`src/rtl/id_hazard_scheduler.sv`:
```
// ID-stage issue controller: load-use scoreboard, stall generation and
// branch/jump flush sequencing, plus a saturating stall-cycle counter.
module id_hazard_scheduler #(
    parameter int unsigned LOAD_LAT     = 1,
    parameter int unsigned FLUSH_CYCLES = 2,
    parameter int unsigned CNT_WIDTH    = 32
) (
    input  logic                 clk,
    input  logic                 rst,
    input  logic                 id_valid,
    input  logic [4:0]           id_rs1_addr,
    input  logic [4:0]           id_rs2_addr,
    input  logic                 id_rs1_used,
    input  logic                 id_rs2_used,
    input  logic [4:0]           id_rd_addr,
    input  logic                 id_is_load,
    input  logic                 exe_branch_taken,
    output logic                 pc_stall,
    output logic                 ifid_stall,
    output logic                 idex_bubble,
    output logic                 ifid_flush,
    output logic                 issue,
    output logic [31:0]          busy_mask,
    output logic [CNT_WIDTH-1:0] stall_count
);

    localparam logic [2:0] LoadLat     = 3'(LOAD_LAT);
    localparam logic [2:0] FlushReload = 3'(FLUSH_CYCLES - 1);
    localparam bit         MultiFlush  = (FLUSH_CYCLES > 1);
    localparam logic [CNT_WIDTH-1:0] CntMax = '1;

    typedef enum logic [0:0] {StRun, StFlush} state_e;

    state_e               state_q;
    logic [2:0]           flush_cnt_q;
    logic [2:0]           sb_cnt_q [32];
    logic [2:0]           sb_cnt_d [32];
    logic [CNT_WIDTH-1:0] stall_count_q;

    logic rs1_busy;
    logic rs2_busy;
    logic hz;
    logic flush_now;
    logic stall_evt;
    logic sb_set;

    // Pending mask: a register is busy while its countdown is nonzero; x0 never is.
    always_comb begin
        busy_mask = '0;
        for (int i = 1; i < 32; i++) begin
            busy_mask[i] = (sb_cnt_q[i] != 3'd0);
        end
    end

    // Load-use hazard on either used, nonzero source register.
    always_comb begin
        rs1_busy = id_rs1_used && (id_rs1_addr != 5'd0) && busy_mask[id_rs1_addr];
        rs2_busy = id_rs2_used && (id_rs2_addr != 5'd0) && busy_mask[id_rs2_addr];
        hz       = id_valid && (rs1_busy || rs2_busy);
    end

    // Pipeline controls; flush outranks stall, everything is quiet under reset.
    always_comb begin
        flush_now   = 1'b0;
        stall_evt   = 1'b0;
        pc_stall    = 1'b0;
        ifid_stall  = 1'b0;
        idex_bubble = 1'b0;
        ifid_flush  = 1'b0;
        issue       = 1'b0;
        if (!rst) begin
            if (state_q == StFlush || exe_branch_taken) begin
                flush_now   = 1'b1;
                ifid_flush  = 1'b1;
                idex_bubble = 1'b1;
            end else if (hz) begin
                stall_evt   = 1'b1;
                pc_stall    = 1'b1;
                ifid_stall  = 1'b1;
                idex_bubble = 1'b1;
            end else begin
                issue = id_valid;
            end
        end
    end

    // Only an instruction that actually issues may claim its destination.
    assign sb_set = issue && id_is_load && (id_rd_addr != 5'd0);

    // Scoreboard next state: a new load overrides the per-cycle countdown.
    always_comb begin
        for (int i = 0; i < 32; i++) begin
            if (sb_set && (id_rd_addr == 5'(i))) begin
                sb_cnt_d[i] = LoadLat;
            end else if (sb_cnt_q[i] != 3'd0) begin
                sb_cnt_d[i] = sb_cnt_q[i] - 3'd1;
            end else begin
                sb_cnt_d[i] = 3'd0;
            end
        end
    end

    // Scoreboard countdown registers.
    always_ff @(posedge clk or posedge rst) begin
        if (rst) begin
            for (int i = 0; i < 32; i++) begin
                sb_cnt_q[i] <= 3'd0;
            end
        end else begin
            for (int i = 0; i < 32; i++) begin
                sb_cnt_q[i] <= sb_cnt_d[i];
            end
        end
    end

    // Run/flush sequencer and saturating stall counter.
    always_ff @(posedge clk or posedge rst) begin
        if (rst) begin
            state_q       <= StRun;
            flush_cnt_q   <= 3'd0;
            stall_count_q <= '0;
        end else begin
            unique case (state_q)
                StRun: begin
                    if (exe_branch_taken) begin
                        flush_cnt_q <= FlushReload;
                        state_q     <= MultiFlush ? StFlush : StRun;
                    end else if (stall_evt && (stall_count_q != CntMax)) begin
                        stall_count_q <= stall_count_q + CNT_WIDTH'(1);
                    end
                end
                StFlush: begin
                    if (exe_branch_taken) begin
                        // A new taken branch restarts the squash window.
                        flush_cnt_q <= FlushReload;
                    end else if (flush_cnt_q <= 3'd1) begin
                        flush_cnt_q <= 3'd0;
                        state_q     <= StRun;
                    end else begin
                        flush_cnt_q <= flush_cnt_q - 3'd1;
                    end
                end
                default: begin
                    state_q     <= StRun;
                    flush_cnt_q <= 3'd0;
                end
            endcase
        end
    end

    assign stall_count = stall_count_q;

    // flush_now mirrors ifid_flush; kept as a named intent signal for readability.
    logic unused_flush_now;
    assign unused_flush_now = flush_now;

endmodule

```
`config.mk`:
```
export PLATFORM = sky130hd
export DESIGN_NAME = id_hazard_scheduler
export DESIGN_NICKNAME = d
export VERILOG_FILES = /design/src/rtl/id_hazard_scheduler.sv
export SDC_FILE = /design/constraint.sdc
export NUM_CORES = 1
export LEC_CHECK = 0
export ABC_AREA = 1
export CORE_MARGIN = 10
export CORE_UTILIZATION = 50
export CTS_CLUSTER_DIAMETER = 100
export DETAILED_ROUTE_END_ITERATION = 7
export PLACE_DENSITY = 0.75
export SYNTH_ARGS = -nofsm -noshare
export SYNTH_HDL_FRONTEND = slang
export SYNTH_SLANG_ARGS = --single-unit
```
`constraint.sdc`:
```
create_clock -name clk -period 7 [get_ports clk]
set_clock_uncertainty 0.05 [all_clocks]
set_input_delay 1.4 -clock clk [delete_from_list [all_inputs] [get_ports clk]]
set_output_delay 1.4 -clock clk [all_outputs]
set_load 0.005 [all_outputs]
```
==> results of run 1 <==
sequential cells by signal, indices dropped and copies added, names as in the netlist:
| signal | count |
|---|---|
| sb_cnt_q | 93 |
| state_q | 1 |
| flush_cnt_q | 3 |
| stall_count | 32 |
per-stage QoR:
| stage | power, mW | instance area, um2 | setup slack [ns] | instances | hold WS (ns) |
|---|---|---|---|---|---|
| after floorplan | 0.956 | 7290 | 0.324 | 1011 | 0.395 |
| after global placement | 1.06 | 8290 | 1.50 | 1267 | 0.416 |
| after detailed placement | 1.06 | 8290 | 1.44 | 1267 | 0.423 |
| after CTS | 1.91 | 8860 | 1.43 | 1298 | 0.433 |
| after global routing | 1.98 | 8860 | 1.18 | 1298 | 0.448 |
| final | 1.90 | 8860 | 1.41 | 1298 | 0.433 |
layer usage:
layer	part of all wire (%)	global-route usage (%)
met1	45	25.4
met2	46	31.2
met3	7.7	6.25
met4	1.6	5.76
met5	0	0
area by class of cell:
type                       instances  area [um2]
clock inverter                    10         113
multi-input combinational        726        3390
inverter                         131         494
fill                            1290        5570
sequential                       129        3230
timing repair buffer              97         951
clock buffer                      21         450
tap                              184         230
layout by cell type (no fill, tap or decap), drive strengths merged, types with 2 or more instances in the layout:
master           n
nand2          331
nor2           132
dfrtp          129
inv            129
nand3           93
clkdlybuf4s50   89
o21ai           32
nor3            25
a21oi           23
clkbuf          21
xor2            17
o22ai           16
o21bai          15
xnor2           12
nand4           11
nor4            10
buf              8
clkinv           8
ha               3
o31ai            2
bufinv           2
clkinvlp         2
final timing paths:
kind | endpoint | slack [ns] | startpoint
max in group asynchronous | sb_cnt_q[35] | 3.98 | rst
max reg2reg | sb_cnt_q[61] | 4.40 | sb_cnt_q[25]
min reg2reg | sb_cnt_q[66] | 0.43 | sb_cnt_q[66]
min in group asynchronous | state_q | 1.63 | rst
min | sb_cnt_q[66] | 0.43 | sb_cnt_q[66]
max | pc_stall | 1.41 | id_rs1_addr[0]
critical path, cell delays in order:
cell and delay (ns):
clkdlybuf4s50_1 0.81, inv_2 0.20, nor2_2 0.22, a21oi_1 0.11, nand2_1 0.08, clkinv_1 0.05
a21oi_1 0.15, nand3_1 0.10, nand2_1 0.10, nand2_4 0.08, a21oi_4 0.27, clkdlybuf4s50_1 0.56
kinds of logic (layout without fill, tap and decap cells):
| family | Yosys count | in the layout |
|---|---|---|
| flops | 129 | 129 |
| simple gates | 603 | 603 |
| fa+ha+maj | 3 | 3 |
| xor+xnor | 29 | 29 |
| buf+inv | 156 | 259 |
| other cells | 1 | 1 |
| compound gates | 90 | 90 |
where the power goes:
group	leakage [nW]	internal, mW	switching (mW)
Combinational	2.23	0.102	0.144
Clock	0.273	0.529	0.319
Sequential	1.78	0.774	0.0280
Total	4.29	1.41	0.491
==> run_results.csv, run 1 <==
group,metric,value,unit
yosys,synth_top_family_by_area,"simple AND/OR/NAND/NOR gates",
place,numPortBuffers,89,
route,via_count,6726,
timing,slew_headroom,41.2,%
clock_network,cts_resized,0,
clock_network,cts_sinks,129,
place,hpwl,14600,um
clock_network,cts.htree.levels,4,
yosys,synthTopCellsByArea,"dfrtp_1 44%, nand2_1 17%, nor2_1 6.6%, inv_1 6.3%, nand3_1 5.5%",
timing,tns,0,ns
job,maxCapViolCount,0,
worst_setup_path,required,5.55,ns
timing,worst_pin_slew,0.882,ns
status,status,"finished, final reports clean",
timing,setup_violations,0,
timing,max_freq,179,MHz
floorplan,rows,44,
clock_network,cts_buffers,17,
yosys,yosysWarnings,0,
global_routing,grt_usage,19.8,%
clock_network,clk_pin_slew,0.06,ns
yosys,synth-main-ff-cell,"dfrtp_1",
clock_network,cts_tree,"built",
final_layout,syn_to_final_growth,21.5,%
power,power.density,214,nW/um2
worst_hold_path,min_path_type,"reg2reg",
route,drtIter0Drc,607,
yosys,synth_xor_area_share,3.49,%
yosys,synth_compound_area_share,7.30,%
yosys,netlist_area,7290,um2
yosys,synthCells,1011,
worst_setup_path,reg2reg_depth,16,
clock_network,holdBufCountCts,0,
clock_network,clk_latency,0.42,ns
yosys,synth.most_common_cell,"nand2_1",
yosys,synth-edff-count,0,
worst_setup_path,crit_arrival,4.14,ns
power,p_leak,4.29,nW
final_layout,diodes,0,
yosys,synthSimpleGateAreaFrac,35.2,%
route,drtAntennaViolNets,0,
yosys,syn_nets,1036,
clock_network,post_cts_buffers,0,
floorplan,coreArea,14400,um2
timing,fin_crit_sh,79.8,%
yosys,synth_area_per_cell,7.21,um2
yosys,synthAdderAreaFrac,0.515,%
yosys,yosysSeqAreaShare,44.3,%
floorplan,start_util,50.5,%
yosys,yosysTopAreaCell,"dfrtp_1",
yosys,synth_mux_area_share,0,%
worst_setup_path,end_kind,"output pin",
route,wl_per_cell,14.9,um
floorplan,pin_count,91,
place,gp_congestion,0.951,
worst_hold_path,worstHoldPathCells,1,
timing,report.final.slew_viol_count,0,
yosys,yosysTopAreaCellShare,44.3,%
clock_network,cts_buffer_depth,2,
timing,period_needed,5.59,ns
route,drc,0,
worst_setup_path,critPathKind,"in2out",
yosys,synth_common_cells,"330 x nand2_1, 129 x dfrtp_1, 129 x nor2_1, 123 x inv_1, 80 x nand3_1",
floorplan,die_area,19800,um2
worst_setup_path,crit_path_max_fanout,11,
worst_setup_path,worst_setup_path_start_kind,"primary input",
floorplan,die_h,141,um
timing,grt_setup_unrepaired,"false",
yosys,ys_types,34,
route,postRouteWirelength,19400,um
clock_network,cts-root-buf,"clkbuf_16",
global_routing,antenna_found_initial,0,
global_routing,grt_max_degree,72,
route,vias_per_cell,5.18,
yosys,synth-seq-cells,129,
yosys,synthArstFlopShare,100,%
final_layout,drive_gt1_share,5.66,%
global_routing,grt_pass1_vias,6454,
final_layout,final_nets,1127,
global_routing,overflow,0,
floorplan,dieWidth,141,um
power,ir_drop,0.167,mV
route,dr.pass1.iters,5,
global_routing,grt_pass1_wl,32100,um
timing,finalHoldViolations,0,
final_layout,final_core_util,61.4,%
Note: power is estimated with default switching activity, not from simulation.
==> inputs of run 2 (changes only) <==
PLACE_DENSITY = 0.78   (was 0.75)
clock period = 4.5 ns   (was 7 ns; I/O delays follow)
==> run_results.csv, run 2 (synthesis gave the netlist of run 1 again) <==
group,metric,value,unit
timing,fin_crit_sh,93.3,%
final_layout,final_nets,1132,
timing,report.final.slew_viol_count,0,
final_layout,regMostFlops,"sb_cnt_q",
worst_setup_path,crit_arrival,3.25,ns
final_layout,drive_gt1_share,6.25,%
global_routing,grt_pass1_vias,6544,
worst_setup_path,required,3.55,ns
clock_network,cts_buffers,17,
floorplan,die_area,19800,um2
route,postRouteWirelength,19600,um
route,vias_per_cell,5.27,
power,ir_drop,0.268,mV
floorplan,pin_count,91,
worst_setup_path,reg2reg_depth,14,
route,dr.pass1.iters,5,
timing,fin_hold_ws,0.425,ns
final_layout,largest_reg_flops,93,
worst_setup_path,path_cells,"clkdlybuf4s50_1, buf_4, inv_2, nand2_1, nor2_1, nor2_1, nand3_1, nand3_1, nand3_1, nand2_1, nand2_4, nand2_1, nand2_1, a21oi_1, clkdlybuf4s50_1",
timing,setup_violations,0,
clock_network,cts_resized,0,
floorplan,start_util,50.5,%
power,p_leak,4.31,nW
final_layout,layout_commonest_cell,"nand2_1",
timing,finalHoldViolations,0,
clock_network,post_cts_buffers,0,
floorplan,dieWidth,141,um
global_routing,overflow,0,
worst_setup_path,max_stage_delay,0.57,ns
worst_setup_path,crit_path_max_fanout,7,
clock_network,cts_tree,"built",
worst_hold_path,min_path_type,"reg2reg",
global_routing,grt_max_degree,73,
worst_setup_path,worst_setup_path_start_kind,"primary input",
timing,grt_setup_unrepaired,"false",
clock_network,cts-root-buf,"clkbuf_16",
clock_network,cts_buffer_depth,2,
global_routing,antenna_found_initial,1,
final_layout,fillers,1264,
power,power.density,334,nW/um2
floorplan,coreArea,14400,um2
clock_network,clk_pin_slew,0.06,ns
final_layout,final_cell_count_no_fill,1306,
worst_setup_path,cpMostUsedCell,"nand2_1",
final_layout,syn_to_final_growth,22.3,%
place,hpwl,14500,um
timing,worst_pin_slew,0.884,ns
worst_setup_path,critPathKind,"in2out",
worst_setup_path,slowest_stage,"clkdlybuf4s50_1",
timing,period_needed,4.20,ns
status,status,"finished, final reports clean",
clock_network,clk_latency,0.43,ns
job,maxCapViolCount,0,
final_layout,final_core_util,61.8,%
place,place_inst,1272,
clock_network,cts_sinks,129,
floorplan,die_h,141,um
route,via_count,6889,
clock_network,cts.htree.levels,4,
global_routing,grt_usage,20.1,%
route,drc,0,
clock_network,holdBufCountCts,0,
place,numPortBuffers,89,
worst_hold_path,worstHoldPathCells,1,
route,drtIter0Drc,699,
global_routing,grt_pass1_wl,32500,um
route,wl_per_cell,15.0,um
timing,max_freq,238,MHz
route,drtAntennaViolNets,0,
final_layout,final_cell_mix,"330 x nand2_1, 129 x nor2_1, 129 x dfrtp_1, 122 x inv_1, 89 x clkdlybuf4s50_1",
worst_setup_path,end_kind,"output pin",
power,power.total,2.98,mW
floorplan,rows,44,
place,gp_congestion,0.953,
timing,slew_headroom,41.1,%
timing,tns,0,ns
-- run 2: cell types whose count changed in the layout (fill, tap and decap cells not counted), sizes merged --
cell / previous run / this run
buf: 8 / 13
clkinvlp: 2 / 4
diode: 0 / 2
inv: 129 / 128
-- run 2: final timing paths --
check / start / endpoint / slack, ns
min: sb_cnt_q[66] / sb_cnt_q[66] / 0.43
max reg2reg: sb_cnt_q[34] / sb_cnt_q[62] / 1.91
min in group asynchronous: rst / flush_cnt_q[1] / 1.06
min reg2reg: sb_cnt_q[66] / sb_cnt_q[66] / 0.43
max: id_rs1_addr[1] / idex_bubble / 0.30
max in group asynchronous: rst / sb_cnt_q[21] / 1.97
-- run 2: cell type report --
type | instances | area (um2) | share of cell area [%]
multi-input combinational | 726 | 3390 | 38.1
clock buffer | 21 | 460 | 5.17
sequential | 129 | 3230 | 36.2
tap | 184 | 230 | 2.58
inverter | 131 | 495 | 5.56
clock inverter | 11 | 113 | 1.26
antenna | 2 | 5.00 | 0.0562
timing repair buffer | 102 | 988 | 11.1
-- run 2: metal layers --
layer,share of wire [%],up-vias,global-route usage [%]
li1,-,3387,-
met1,43,3190,25.8
met2,46,276,31.2
met3,8.6,36,6.18
met4,2.2,0,7.45
met5,0,-,0
-- run 2: stage by stage --
| step | worst slack [ns] | area [um2] |
|---|---|---|
| global route | 0.0518 | 8910 |
| detailed placement | 0.300 | 8330 |
| global placement | 0.319 | 8330 |
| finish | 0.302 | 8910 |
| floorplan | -0.0851 | 7300 |
| CTS | 0.292 | 8910 |
-- run 2: power by group --
| part | leakage, nW | switching [mW] | internal, mW |
|---|---|---|---|
| registers | 1.78 | 0.0439 | 1.20 |
| logic | 2.25 | 0.223 | 0.162 |
| clock network | 0.278 | 0.507 | 0.836 |
-- run 2: worst max-delay path: cells and delay by family --
kind / cells / cell delay (ns)
AO/OA/AOI/OAI: 1 / 0.12
buffers and inverters: 4 / 1.32
AND/OR/NAND/NOR: 10 / 0.91
==> inputs of run 3 (changes only) <==
PLACE_DENSITY = 0.76   (was 0.78)
==> run_results.csv, run 3 (synthesis gave the netlist of run 1 again) <==
group,metric,value,unit
floorplan,die_area,19800,um2
timing,report.final.slew_viol_count,0,
clock_network,cts_buffers,17,
route,drtIter0Drc,590,
worst_setup_path,crit_arrival,3.30,ns
route,dr.pass1.iters,5,
worst_setup_path,worst_setup_path_start_kind,"primary input",
clock_network,cts_buffer_depth,2,
power,power.density,348,nW/um2
timing,worst_slack,0.246,ns
power,seqPwrFrac,40.1,%
power,power_frac_comb,12.5,%
place,numPortBuffers,89,
final_layout,syn_to_final_growth,23.1,%
worst_setup_path,critPathKind,"in2out",
power,ir_drop,0.330,mV
global_routing,antenna_found_initial,1,
power,power.total,3.12,mW
clock_network,cts_resized,0,
floorplan,start_util,50.5,%
timing,fin_crit_sh,94.5,%
global_routing,grt_max_degree,84,
route,vias_per_cell,5.27,
place,hpwl,14600,um
place,gp_congestion,0.942,
floorplan,rows,44,
clock_network,clk_latency,0.42,ns
floorplan,pin_count,91,
timing,max_freq,235,MHz
clock_network,post_cts_buffers,0,
power,swShare,25.6,%
job,maxCapViolCount,0,
final_layout,final_cell_mix,"330 x nand2_1, 129 x nor2_1, 129 x dfrtp_1, 122 x inv_1, 89 x clkdlybuf4s50_1",
final_layout,layout_commonest_cell,"nand2_1",
status,status,"finished, final reports clean",
timing,setup_violations,0,
global_routing,grt_pass1_vias,6493,
power,intPower,2.32,mW
final_layout,regMostFlops,"sb_cnt_q",
clock_network,holdBufCountCts,0,
worst_setup_path,end_kind,"output pin",
floorplan,dieWidth,141,um
clock_network,cts-root-buf,"clkbuf_16",
timing,worst_pin_slew,1.06,ns
clock_network,cts_sinks,129,
final_layout,largest_reg_flops,93,
clock_network,clk_pin_slew,0.06,ns
place,dp_slack,0.275,ns
final_layout,final_core_util,62.2,%
global_routing,grt_pass1_wl,32300,um
power,pwr-share-clk,47.4,%
global_routing,overflow,0,
timing,period_needed,4.25,ns
route,drtAntennaViolNets,0,
place,place_inst,1272,
route,drc,0,
final_layout,final_cell_count_no_fill,1304,
clock_network,cts_tree,"built",
final_layout,diodes,0,
worst_setup_path,crit_path_max_fanout,7,
global_routing,grt_usage,20.0,%
route,postRouteWirelength,19600,um
floorplan,die_h,141,um
power,p_switching,799,uW
route,via_count,6873,
power,p_leak,4.33,nW
timing,grt_setup_unrepaired,"false",
timing,slew_headroom,29.6,%
final_layout,drive_gt1_share,6.43,%
route,wl_per_cell,15.1,um
clock_network,cts.htree.levels,4,
timing,finalHoldViolations,0,
timing,tns,0,ns
final_layout,final_nets,1132,
floorplan,coreArea,14400,um2
worst_setup_path,required,3.55,ns
worst_hold_path,min_path_type,"reg2reg",
-- run 3: changes by cell type in the layout (fill, tap and decap cells not counted), sizes merged --
cell | previous run | this run
bufinv | 2 | 4
clkbuf | 21 | 19
clkinv | 8 | 6
clkinvlp | 4 | 6
diode | 2 | 0
-- run 3: final timing paths --
check,end,start,cells after the start,slack (ns)
worst max register to register,sb_cnt_q[76],sb_cnt_q[45],14,1.86
min in group asynchronous,flush_cnt_q[2],rst,3,1.20
worst min-delay path,sb_cnt_q[66],sb_cnt_q[66],1,0.43
worst max-delay path,idex_bubble,id_rs1_addr[1],15,0.25
worst min register to register,sb_cnt_q[66],sb_cnt_q[66],1,0.43
max in group asynchronous,sb_cnt_q[1],rst,4,2.00
-- run 3: power groups by stage --
| stage | clock network [mW] | logic, mW | registers (mW) |
|---|---|---|---|
| 3_3_place_gp | 0 | 0.385 | 1.27 |
| 5_1_grt | 1.55 | 0.440 | 1.26 |
| 4_1_cts | 1.50 | 0.394 | 1.25 |
| 3_5_place_dp | 0 | 0.390 | 1.27 |
| 2_1_floorplan | 0 | 0.227 | 1.26 |
| 6_report | 1.48 | 0.391 | 1.25 |
-- run 3: layout make-up --
class	instances	area, um2
clock inverter	13	185
tap	184	230
inverter	131	495
fill	1285	5450
sequential	129	3230
multi-input combinational	726	3390
clock buffer	19	453
timing repair buffer	102	988
-- run 3: routing by layer --
metal / routed length (um) / GRT usage, % / vias to the layer above
met5: 13 / 0 / -
met4: 482 / 7.66 / 2
met3: 1570 / 6.55 / 37
met2: 8930 / 30.4 / 257
met1: 8650 / 25.8 / 3188
li1: - / - / 3389
-- run 3: worst max-delay path, cell delays in order --
cell and delay (ns):
clkdlybuf4s50_1 0.67, buf_4 0.22, nor2_4 0.07, nand3_1 0.07, nand2_1 0.05, clkinv_1 0.04
nand2_1 0.04, a21oi_1 0.13, nand3_1 0.09, nand2_1 0.10, nand2_4 0.09, nand2_1 0.12
nand2_1 0.06, a21oi_1 0.12, clkdlybuf4s50_1 0.52
-- run 3: metrics by stage --
stage / area (um2) / hold slack [ns]
after floorplan: 7300 / 0.395
after global routing: 8970 / 0.451
final: 8970 / 0.428
after global placement: 8330 / 0.415
after detailed placement: 8330 / 0.414
after CTS: 8970 / 0.425
